### src/rtl/fetch_ctrl_pkg.sv
// Shared constants and types for the instruction-fetch front end.
package fetch_ctrl_pkg;

    localparam int unsigned     XLEN             = 32;
    localparam logic [XLEN-1:0] INSTR_NOP        = 32'h0000_0013;
    localparam logic [XLEN-1:0] RESET_PC_DEFAULT = 32'h0000_0000;

    typedef struct packed {
        logic [XLEN-1:0] pc;
        logic [XLEN-1:0] instr;
    } fetch_entry_t;

    function automatic logic [XLEN-1:0] word_align(input logic [XLEN-1:0] addr);
        return {addr[XLEN-1:2], 2'b00};
    endfunction

endpackage

### src/rtl/fetch_ctrl_fifo.sv
// Synchronous FIFO with flush; empty reads return zero so the head is never X.
module fetch_fifo #(
    parameter int unsigned WIDTH = 32,
    parameter int unsigned DEPTH = 2
) (
    input  logic                   clk_i,
    input  logic                   rst_ni,
    input  logic                   flush_i,
    input  logic                   push_i,
    input  logic [WIDTH-1:0]       wdata_i,
    input  logic                   pop_i,
    output logic [WIDTH-1:0]       rdata_o,
    output logic [$clog2(DEPTH):0] count_o,
    output logic                   empty_o,
    output logic                   full_o
);

    localparam int unsigned PW = $clog2(DEPTH);

    logic [WIDTH-1:0] mem_q [DEPTH];
    logic [PW-1:0]    wr_q, wr_d, rd_q, rd_d;
    logic [PW:0]      cnt_q, cnt_d;
    logic             do_push, do_pop;

    assign empty_o = (cnt_q == '0);
    assign full_o  = (cnt_q == (PW+1)'(DEPTH));
    assign count_o = cnt_q;
    assign rdata_o = empty_o ? '0 : mem_q[rd_q];
    assign do_pop  = pop_i && !empty_o;
    assign do_push = push_i && (!full_o || do_pop);

    always_comb begin
        wr_d  = wr_q;
        rd_d  = rd_q;
        cnt_d = cnt_q;
        if (flush_i) begin
            wr_d  = '0;
            rd_d  = '0;
            cnt_d = '0;
        end else begin
            if (do_push) wr_d = wr_q + PW'(1);
            if (do_pop)  rd_d = rd_q + PW'(1);
            cnt_d = cnt_q + (PW+1)'(do_push) - (PW+1)'(do_pop);
        end
    end

    always_ff @(posedge clk_i or negedge rst_ni) begin
        if (!rst_ni) begin
            wr_q  <= '0;
            rd_q  <= '0;
            cnt_q <= '0;
        end else begin
            wr_q  <= wr_d;
            rd_q  <= rd_d;
            cnt_q <= cnt_d;
        end
    end

    always_ff @(posedge clk_i) begin
        if (do_push && !flush_i) mem_q[wr_q] <= wdata_i;
    end

endmodule

### src/rtl/fetch_ctrl.sv
// Fetch front end: owns the fetch PC, issues req/gnt/rvalid fetches, buffers
// returned instructions for decode and drops wrong-path responses on redirect.
module fetch_ctrl
    import fetch_ctrl_pkg::*;
#(
    parameter logic [XLEN-1:0] RESET_PC   = RESET_PC_DEFAULT,
    parameter int unsigned     FIFO_DEPTH = 2
) (
    input  logic            CPU_CLK,
    input  logic            CPU_RST_N,
    input  logic            RedirectE,
    input  logic [XLEN-1:0] RedirectPC,
    output logic            imem_req,
    output logic [XLEN-1:0] imem_addr,
    input  logic            imem_gnt,
    input  logic            imem_rvalid,
    input  logic [XLEN-1:0] imem_rdata,
    output logic            InstrValidD,
    output logic [XLEN-1:0] InstrD,
    output logic [XLEN-1:0] PCD,
    input  logic            ReadyD
);

    localparam int unsigned CW        = $clog2(FIFO_DEPTH) + 1;
    localparam logic [CW:0] DEPTH_LIM = (CW+1)'(FIFO_DEPTH);

    logic [XLEN-1:0] pc_q, pc_d;
    logic [CW-1:0]   out_q, out_d;
    logic [CW-1:0]   drop_q, drop_d;

    logic            grant, rsp, keep, deq;
    logic [CW:0]     credit_used;
    logic [CW-1:0]   ibuf_count, pcq_count;
    logic            ibuf_empty, ibuf_full, pcq_empty, pcq_full;
    fetch_entry_t    ibuf_wdata, ibuf_head;
    logic [XLEN-1:0] pcq_head;

    assign deq = !ibuf_empty && ReadyD;
    // A dequeue frees its slot in the same cycle, so ReadyD=1 sustains one fetch per cycle.
    assign credit_used = {1'b0, out_q} + {1'b0, ibuf_count} - (CW+1)'(deq);
    assign imem_req    = CPU_RST_N && !RedirectE && (credit_used < DEPTH_LIM);
    assign imem_addr   = pc_q;
    assign grant       = imem_req && imem_gnt;

    assign rsp  = imem_rvalid && (out_q != '0);
    assign keep = rsp && (drop_q == '0) && !RedirectE;

    always_comb begin
        pc_d   = pc_q;
        out_d  = out_q + CW'(grant) - CW'(rsp);
        drop_d = drop_q;
        if (RedirectE) begin
            pc_d   = word_align(RedirectPC);
            drop_d = out_d;
        end else begin
            if (grant)                    pc_d   = pc_q + 32'd4;
            if (rsp && (drop_q != '0))    drop_d = drop_q - CW'(1);
        end
    end

    always_ff @(posedge CPU_CLK or negedge CPU_RST_N) begin
        if (!CPU_RST_N) begin
            pc_q   <= RESET_PC;
            out_q  <= '0;
            drop_q <= '0;
        end else begin
            pc_q   <= pc_d;
            out_q  <= out_d;
            drop_q <= drop_d;
        end
    end

    fetch_fifo #(
        .WIDTH (XLEN),
        .DEPTH (FIFO_DEPTH)
    ) u_pc_queue (
        .clk_i   (CPU_CLK),
        .rst_ni  (CPU_RST_N),
        .flush_i (RedirectE),
        .push_i  (grant),
        .wdata_i (pc_q),
        .pop_i   (keep),
        .rdata_o (pcq_head),
        .count_o (pcq_count),
        .empty_o (pcq_empty),
        .full_o  (pcq_full)
    );

    assign ibuf_wdata = '{pc: pcq_head, instr: imem_rdata};

    fetch_fifo #(
        .WIDTH ($bits(fetch_entry_t)),
        .DEPTH (FIFO_DEPTH)
    ) u_instr_buf (
        .clk_i   (CPU_CLK),
        .rst_ni  (CPU_RST_N),
        .flush_i (RedirectE),
        .push_i  (keep),
        .wdata_i (ibuf_wdata),
        .pop_i   (deq),
        .rdata_o (ibuf_head),
        .count_o (ibuf_count),
        .empty_o (ibuf_empty),
        .full_o  (ibuf_full)
    );

    assign InstrValidD = !ibuf_empty;
    assign InstrD      = ibuf_head.instr;
    assign PCD         = ibuf_head.pc;

    a_no_orphan_rsp: assert property (@(posedge CPU_CLK) disable iff (!CPU_RST_N)
        !(imem_rvalid && (out_q == '0)));

    a_inflight_accounted: assert property (@(posedge CPU_CLK) disable iff (!CPU_RST_N)
        out_q == pcq_count + drop_q);

    a_no_overflow: assert property (@(posedge CPU_CLK) disable iff (!CPU_RST_N)
        !((keep && ibuf_full && !deq) || (grant && pcq_full && !keep) || (keep && pcq_empty)));

endmodule

### config.mk
export PLATFORM = sky130hd
export DESIGN_NAME = fetch_ctrl
export DESIGN_NICKNAME = d
export VERILOG_FILES = /design/src/rtl/fetch_ctrl_pkg.sv /design/src/rtl/fetch_ctrl_fifo.sv /design/src/rtl/fetch_ctrl.sv
export SDC_FILE = /design/constraint.sdc
export NUM_CORES = 1
export LEC_CHECK = 0
export ABC_CLOCK_PERIOD_IN_PS = 9700
export CORE_MARGIN = 8
export CORE_UTILIZATION = 50
export CTS_BUF_LIST = sky130_fd_sc_hd__clkbuf_8 sky130_fd_sc_hd__clkbuf_16
export DETAILED_ROUTE_END_ITERATION = 10
export GPL_TIMING_DRIVEN = 0
export MAX_ROUTING_LAYER = met4
export PLACE_DENSITY = 0.76
export SYNTH_ARGS = -nofsm -noshare
export SYNTH_HDL_FRONTEND = slang
export SYNTH_HIERARCHICAL = 1
export SYNTH_SLANG_ARGS = --single-unit
### constraint.sdc
create_clock -name CPU_CLK -period 9.7 [get_ports CPU_CLK]
set_clock_uncertainty 0.05 [all_clocks]
set_input_delay 0.97 -clock CPU_CLK [delete_from_list [all_inputs] [get_ports CPU_CLK]]
set_output_delay 0.97 -clock CPU_CLK [all_outputs]
set_load 0.01 [all_outputs]
==> impl_metrics.csv <==
group,metric,value,unit
run_status,status,"finished, final reports clean",
clocking,cts_made_buffers,25,
sta,slew_headroom,23.0,%
sta,finalSetupViolCount,0,
layout,fillCellCount,1427,
grt,grt_max_degree,37,
route,highest_layer,"met4",
placement,place.gp.congestion,0.881,
grt,antenna_found_initial,0,
floorplan,die_x,157,um
setup_path,worstSetupPathType,"in -> reg",
setup_path,critPathCaptureType,"flop",
yosys,synthCells,706,
sta,slew_viol_final,0,
placement,dp_hpwl,15700,um
route,drt-total-wl,21900,um
clocking,ctsResizeCount,0,
route,met1_length,9890,um
route,route.met3.wl,1470,um
sta,min_period,5.11,ns
route,wire_per_inst,18.3,um
power_and_ir_drop,p_leak,4.37,nW
power_and_ir_drop,fin_total_pwr,2.48,mW
sta,worst_pin_slew,1.15,ns
sta,rsz0062_at_grt,"false",
route,drtIter0Drc,439,
layout,area_delta_synth_final,29.9,%
setup_path,crit_fanout,22,
placement,dp.cells,1156,
setup_path,worstPathArrival,5.27,ns
floorplan,fp-row-count,51,
layout,final_cell_mix,"192 x edfxtp_1, 162 x clkdlybuf4s50_1, 120 x nor2_1, 98 x mux2i_1, 42 x dfrtp_1",
placement,io_buffers,163,
layout,mostFrequentLayoutCell,"edfxtp_1",
clocking,ctsHoldBuffers,0,
clocking,post_cts.repair.setup_buffers,0,
layout,fin_nets,997,
clocking,cts_tree,"built",
setup_path,cp_data_required_time,9.86,ns
layout,layout.cells.non_filler,1201,
sta,hold_viol,0,
worst_hold_path,hp-class,"in -> async",
setup_path,r2r_slack,4.93,ns
yosys,synth_area,0.00989,mm2
placement,dp_slack,4.10,ns
yosys,yosys_warnings,6,
route,vias,6410,
route,viasPerCell,5.34,
layout,ff_latch_area,0.00682,mm2
grt,grt-ovfl-total,0,
route,dr.pass1.iters,5,
grt,grtUsageTotal,18.2,%
power_and_ir_drop,irDropWorstVdd,0.000133,V
clocking,cts.path.max_buffers,3,
clocking,clkTransAtPathRegs,0.06,ns
floorplan,die_h,157,um
route,wl_met2,10300,um
floorplan,die_area,0.0245,mm2
floorplan,pin_count,168,
sta,min_period_over_period,52.7,%
sta,tns,0,ns
clocking,htree_num_levels,1,
clocking,cts-root-buf,"clkbuf_16",
floorplan,start_util,50.8,%
layout,multiInputGateArea,0.00286,mm2
layout,drive_gt1_share,9.83,%
route,ant_nets,0,
setup_path,crit_path_start_kind,"input port",
clocking,clkLatencyLatePin,0.51,ns
floorplan,coreArea,0.0195,mm2
route,drc,0,
sta,fmax,0.196,GHz
flow_run,maxCapViolations,0,
clocking,cts_num_sinks,234,
grt,grt_pass1_vias,6461,
grt,grt_pass1_wl,34500,um
power_and_ir_drop,powerDensity,193,mW/mm2
sta,timing.final.ws_setup,4.59,ns
yosys,avgSynthCellArea,14.0,um2
layout,n_antenna_cell,0,
worst paths after layout:
| check | startpoint | end | cells after the start |
|---|---|---|---|
| worst max-delay path | RedirectE | u_instr_buf/mem_q[1][21] | 9 |
| worst min-delay path | CPU_RST_N | imem_addr[30] | 1 |
| worst max register to register | u_instr_buf/count_o[0] | u_pc_queue/mem_q[1][29] | 13 |
| worst min register to register | imem_addr[26] | u_pc_queue/mem_q[0][26] | 0 |
| max in group asynchronous | CPU_RST_N | drop_q[0] | 2 |
| min in group CPU_CLK | imem_addr[26] | u_pc_queue/mem_q[0][26] | 0 |
layout make-up:
cell class | count | share of cell area, %
inverters | 10 | 0.292
well taps | 265 | 2.58
plain buffers | 33 | 1.66
clock inverters | 20 | 0.916
clock buffers | 25 | 4.87
flip-flops and latches | 234 | 53.1
repair buffers | 180 | 14.3
multi-input cells | 434 | 22.3
sequential cells by signal, summed over array words and instances, names as in the netlist:
register,flops
u_instr_buf/count_o,2
u_pc_queue/count_o,2
u_instr_buf/rd_q,1
u_pc_queue/mem_q,64
u_instr_buf/mem_q,128
u_pc_queue/wr_q,1
u_pc_queue/rd_q,1
u_instr_buf/wr_q,1
drop_q,2
imem_addr,30
out_q,2
per-layer routing:
layer / up-vias / track usage (%)
met5: - / -
met4: 0 / 4.21
met2: 208 / 28.6
li1: 3045 / -
met3: 22 / 3.20
met1: 3135 / 24.4
through the flow:
step / area, um2 / hold WS [ns] / util [%]
2_1_floorplan: 9910 / 0.431 / -
3_3_place_gp: 11900 / 0.475 / 61.0
3_5_place_dp: 12100 / 0.480 / 62.2
4_1_cts: 12800 / 0.249 / 66.0
5_1_grt: 12800 / 0.260 / 66.0
6_report: 12800 / 0.266 / 66.0
worst max-delay path, stage by stage:
cell and delay (ns):
clkdlybuf4s50_1 0.91, clkbuf_1 0.43, clkbuf_1 0.36, nor3b_1 1.00, o21ai_2 0.21, nor3b_2 0.77
buf_6 0.27, buf_8 0.17, buf_6 0.16
power by group:
group          switching, mW  leakage [nW]  internal, mW
logic                  0.206          1.78         0.205
clock network          0.362         0.391         0.493
registers             0.0545          2.19          1.16
(Power assumes the default switching activity.)
